[src/rtl/cpu_pkg.sv]
// cpu_pkg: shared widths, write-back entry type and write-back FSM encodings.
package cpu_pkg;
    localparam int DW = 8;
    localparam int AW = 6;

    typedef struct packed {
        logic [AW-1:0] addr;
        logic [DW-1:0] data;
    } wb_entry_t;

    typedef enum logic {
        WB_IDLE  = 1'b0,
        WB_ISSUE = 1'b1
    } wb_state_t;
endpackage

[src/rtl/wb_fifo.sv]
// wb_fifo: pending-write FIFO with occupancy and an oldest-first flat view of live entries.
module wb_fifo
    import cpu_pkg::*;
#(
    parameter int DEPTH = 4
) (
    input  logic                     clk,
    input  logic                     rst,
    input  logic                     push,
    input  logic                     pop,
    input  wb_entry_t                din,
    output wb_entry_t                head,
    output logic                     full,
    output logic                     empty,
    output logic [$clog2(DEPTH):0]   occ,
    output wb_entry_t [DEPTH-1:0]    view,
    output logic [DEPTH-1:0]         vld
);
    localparam int PW = $clog2(DEPTH);

    wb_entry_t mem [DEPTH];
    logic [PW-1:0] wp, rp;

    assign full  = occ == (PW+1)'(DEPTH);
    assign empty = occ == '0;
    assign head  = mem[rp];

    // view[0] is the oldest entry; vld marks slots currently holding data
    for (genvar i = 0; i < DEPTH; i++) begin : g_view
        assign view[i] = mem[rp + PW'(i)];
        assign vld[i]  = (PW+1)'(i) < occ;
    end

    always_ff @(posedge clk) begin
        if (push) mem[wp] <= din;
    end

    always_ff @(posedge clk) begin
        if (rst) begin
            wp  <= '0;
            rp  <= '0;
            occ <= '0;
        end else begin
            if (push) wp <= wp + 1'b1;
            if (pop) rp <= rp + 1'b1;
            occ <= occ + (PW+1)'(push) - (PW+1)'(pop);
        end
    end
endmodule

[src/rtl/reg_writeback.sv]
// reg_writeback: buffers results and issues one register-file write per granted cycle.
// Optional WB_BYPASS_EN forwards pending values onto the read-port results.
module reg_writeback
    import cpu_pkg::*;
#(
    parameter int DEPTH = 4
) (
    input  logic                   clk,
    input  logic                   rst,
    input  logic                   in_valid,
    output logic                   in_ready,
    input  logic [AW-1:0]          in_addr,
    input  logic [DW-1:0]          in_data,
    output logic                   rf_wr,
    output logic [AW-1:0]          rf_ad,
    output logic [DW-1:0]          rf_rd,
    input  logic                   rf_gnt,
    input  logic [AW-1:0]          aa,
    input  logic [AW-1:0]          ab,
    input  logic [DW-1:0]          rf_ra,
    input  logic [DW-1:0]          rf_rb,
    output logic [DW-1:0]          ra_out,
    output logic [DW-1:0]          rb_out,
    output logic [$clog2(DEPTH):0] count
);
    localparam int PW = $clog2(DEPTH);

    wb_state_t state;
    wb_entry_t iss, head, in_entry;
    wb_entry_t [DEPTH-1:0] view;
    logic [DEPTH-1:0] vld;
    logic push, pop, full, empty;
    logic [PW:0] occ;

    assign in_entry = '{addr: in_addr, data: in_data};
    assign in_ready = !full;
    assign push     = in_valid && in_ready;
    assign pop      = !empty && (state == WB_IDLE || rf_gnt);
    assign rf_wr    = state == WB_ISSUE;
    assign rf_ad    = iss.addr;
    assign rf_rd    = iss.data;
    assign count    = occ + (PW+1)'(state == WB_ISSUE);

    wb_fifo #(.DEPTH(DEPTH)) u_fifo (
        .clk   (clk),
        .rst   (rst),
        .push  (push),
        .pop   (pop),
        .din   (in_entry),
        .head  (head),
        .full  (full),
        .empty (empty),
        .occ   (occ),
        .view  (view),
        .vld   (vld)
    );

    // the issue register only advances when idle or when the current write is granted
    always_ff @(posedge clk) begin
        if (rst) begin
            state <= WB_IDLE;
            iss   <= '0;
        end else if (state == WB_IDLE || rf_gnt) begin
            state <= empty ? WB_IDLE : WB_ISSUE;
            if (!empty) iss <= head;
        end
    end

`ifdef WB_BYPASS_EN
    // oldest to youngest so the youngest matching entry wins
    always_comb begin
        ra_out = rf_ra;
        rb_out = rf_rb;
        if (state == WB_ISSUE && iss.addr == aa) ra_out = iss.data;
        if (state == WB_ISSUE && iss.addr == ab) rb_out = iss.data;
        for (int i = 0; i < DEPTH; i++) begin
            if (vld[i] && view[i].addr == aa) ra_out = view[i].data;
            if (vld[i] && view[i].addr == ab) rb_out = view[i].data;
        end
    end
`else
    logic unused_ok;
    assign unused_ok = ^{aa, ab, view, vld};
    assign ra_out = rf_ra;
    assign rb_out = rf_rb;
`endif
endmodule

[config.mk]
export PLATFORM = sky130hd
export DESIGN_NAME = reg_writeback
export DESIGN_NICKNAME = d
export VERILOG_FILES = /design/src/rtl/cpu_pkg.sv /design/src/rtl/wb_fifo.sv /design/src/rtl/reg_writeback.sv
export SDC_FILE = /design/constraint.sdc
export NUM_CORES = 1
export LEC_CHECK = 0
export ABC_AREA = 1
export CAP_MARGIN = 0
export CORE_ASPECT_RATIO = 0.9
export CORE_MARGIN = 1.5
export CORE_UTILIZATION = 45
export CTS_CLUSTER_DIAMETER = 150
export DETAILED_ROUTE_END_ITERATION = 16
export DONT_BUFFER_PORTS = 1
export SYNTH_ARGS = -nofsm -noshare
export SYNTH_HDL_FRONTEND = slang
export SYNTH_SLANG_ARGS = --single-unit
[constraint.sdc]
create_clock -name clk -period 2.7 [get_ports clk]
set_input_delay 0.135 -clock clk [delete_from_list [all_inputs] [get_ports clk]]
set_output_delay 0.135 -clock clk [all_outputs]
set_load 0.01 [all_outputs]
==> reports/qor.yml <==
timing:
  rsz0062_at_grt: "false"
  maxSlewViolCount: 0
  tightest_slew_ns: 0.626
  hold_viol: 0
  whs_ns: 0.120
  setup_viol: 0
  timing.final.crit_share_pct: 69.7
  worst_clock_skew_ns: 0.00957
  fmax_ghz: 0.532
  setup_tns_ns: 0
  max_slew_margin_pct: 58.0
  final.min_clock_period_ns: 1.88
placed_design:
  gp_congestion: 0.693
  numPortBuffers: 0
  dp_hpwl_um: 3650
clocking:
  post_cts_buffers: 0
  cts_inserted_buffers: 9
  cts_num_sinks: 78
  cts_root_buffer: "clkbuf_8"
  cts_max_level: 3
  cts-resized-gates: 0
  cts_tree: "done"
  cts_max_path_buffers: 2
  clk_pin_slew_worst_paths_ns: 0.07
  insertion_delay_ns: 0.35
  hold_buffers: 15
critical_path:
  cp-end-kind: "register"
  slowest_delay_ns: 0.41
  rr_endpoint: "u_fifo.occ[2]$_SDFF_PP0_"
  crit_chain: "nand2_1 -> nand2_4 -> inv_1 -> ha_1 -> inv_1 -> ha_1 -> fa_1 -> xor2_1 -> nor2_1"
  start_kind: "register"
  cp_data_arrival_time_ns: 2.12
  r2r_slack_ns: 0.82
  cp.buffers_inverters: 2
  worst-path-max-fanout: 3
  rr_startpoint: "rf_wr$_SDFFE_PP0N_"
  crit_family: "adder cells"
  crit_path_top_delay_cell: "dfxtp_1"
  cp.required_ns: 2.94
  rr_worst_depth: 9
  crit_type: "reg -> reg"
route:
  drc: 0
  vias: 2282
  routed_wl_um: 6240
  initialDrtViolationCount: 57
  vias_per_cell: 4.56
  ant_nets: 0
  wl_per_cell_um: 12.5
  drt_first_pass_iters: 4
global_routing:
  antenna_found_initial: 0
  grt_start_max_net_pins: 32
  grt_pass1_vias: 2167
  track_usage_pct: 16.3
  grt.overflow.total: 0
  grt_pass1_wl_um: 10300
run:
  cap_violations: 0
power_and_ir_drop:
  peakVddDrop_mv: 0.416
  p_total_mw: 3.74
  total_leakage_power_nw: 1.82
  p_int_mw: 2.35
  pwr-share-comb_pct: 33.4
  seqPwrFrac_pct: 44.0
  switchingPower_mw: 1.40
  switching_share_pct: 37.3
  power_density_nw_per_um2: 968
  clock_power_share_pct: 22.6
synthesis:
  synth.top_cells.by_area: "edfxtp_1 47%, dfxtp_1 12%, nand2_1 12%, inv_1 9.1%, nor2_1 4.3%"
  yosys.area.top_type_share_pct: 47.2
  syn_nets: 450
  synth-seq-cells: 78
  yosysWarnings: 0
  synth_edf_count: 56
  synthFlopType: "edfxtp_1"
  synth_seq_area_share_pct: 59.6
  syn_inst: 395
  synthTopCellsByCount: "110 x nand2_1, 86 x inv_1, 56 x edfxtp_1"
  synth_area_per_cell_sq_um: 9.02
  yosys.cell_types.count: 19
  synth_top_area_cell: "edfxtp_1"
  syn_area_sq_um: 3560
  async_reset_ff_share_pct: 0
  yosysMostFrequentCell: "nand2_1"
status:
  status: "finished clean"
layout:
  antenna_cells: 0
  fillers: 695
  nets: 454
  post-route-util_pct: 50.8
  final_layout_size_suffix_gt1_share_pct: 6.68
  area_delta_synth_final_pct: 8.57
floorplanning:
  initial_core_util_pct: 46.7
  die_area_sq_um: 8460
  die_h_um: 87.4
  core_sq_um: 7620
  rows: 30
  die_w_um: 96.8
  ioPinCount: 81
min_path:
  hold_class: "in -> reg"
  whs_path_depth: 5
  min_from: "rf_gnt"
  hold_path_end: "rf_wr$_SDFFE_PP0N_"
[kinds of logic (layout without fill, tap and decap cells)]
kind of cell | count (synthesis) | count (layout) | share of synthesized area [%]
xor+xnor | 2 | 2 | 0.492
buf+inv | 119 | 128 | 15.3
flops | 78 | 78 | 59.6
simple gates | 183 | 183 | 20.7
fa+ha+maj | 9 | 9 | 3.37
compound gates | 4 | 4 | 0.562
[placed cells by master, fill, tap and decap left out]
master,instances
clkbuf_1,2
a21oi_1,1
dlygate4sd3_1,15
nand2_1,110
nor2_2,1
inv_1,86
clkinvlp_4,1
clkinv_4,2
bufinv_16,1
nand3_1,29
nand2_4,1
buf_4,7
ha_1,8
nand2_2,1
clkbuf_8,9
xor2_1,2
edfxtp_1,56
inv_2,3
dfxtp_1,22
clkinv_1,1
fa_1,1
clkinv_2,1
nor2_1,41
o21ai_0,3
[sequential cells by signal (all words and copies together) (netlist names)]
| signal | count |
|---|---|
| rf_rd | 8 |
| rf_wr | 1 |
| rf_ad | 6 |
| u_fifo.mem | 56 |
| u_fifo.occ | 3 |
| u_fifo.wp | 2 |
| u_fifo.rp | 2 |
[how the worst max path moves through the flow]
stage / startpoint / endpoint / slack (ns) / cells after the start
final: rf_wr$_SDFFE_PP0N_ / u_fifo.occ[2]$_SDFF_PP0_ / 0.82 / 9
after global routing: u_fifo.occ[1]$_SDFF_PP0_ / u_fifo.occ[2]$_SDFF_PP0_ / 0.65 / 8
after CTS: rf_wr$_SDFFE_PP0N_ / u_fifo.occ[2]$_SDFF_PP0_ / 0.81 / 9
after detailed placement: rf_wr$_SDFFE_PP0N_ / u_fifo.occ[2]$_SDFF_PP0_ / 0.84 / 9
after global placement: rf_wr$_SDFFE_PP0N_ / u_fifo.occ[2]$_SDFF_PP0_ / 0.86 / 9
after floorplan: rf_wr$_SDFFE_PP0N_ / u_fifo.occ[2]$_SDFF_PP0_ / 0.89 / 9
[final cells by class]
class,instances,area [sq um],share of cell area [%]
Sequential cell,78,2120,54.9
Multi-Input combinational cell,198,893,23.1
Inverter,90,338,8.74
Timing Repair Buffer,22,203,5.24
Clock buffer,11,131,3.40
Tap cell,96,120,3.11
Clock inverter,5,60.1,1.55
[worst min-delay path, cell delays in order]
cell and delay [ns]:
inv_1 0.03, nand2_1 0.10, nand2_1 0.09, nand2_1 0.05, inv_1 0.04
[routing by layer]
| metal | part of all wire, % | GRT usage [%] |
|---|---|---|
| met1 | 46 | 19.3 |
| met3 | 6.4 | 5.78 |
| met5 | 0 | 0 |
| met4 | 1.5 | 7.38 |
| met2 | 46 | 26.9 |
[power by group through the flow]
stage	Combinational [mW]	Sequential [mW]	Clock (mW)
after floorplan	1.06	1.65	0
after global placement	1.22	1.67	0
after detailed placement	1.24	1.68	0
after global routing	1.48	1.67	0.911
final	1.25	1.65	0.846
after CTS	1.27	1.65	0.871
[metrics by stage]
step                      area [sq um]  cells  setup WS, ns
final                             3870    500         0.819
after global routing              3870    500         0.649
after CTS                         3870    500         0.810
after detailed placement          3530    469         0.835
after global placement            3530    469         0.861
after floorplan                   3560    395         0.893
Power figures use the tool's default switching activity.
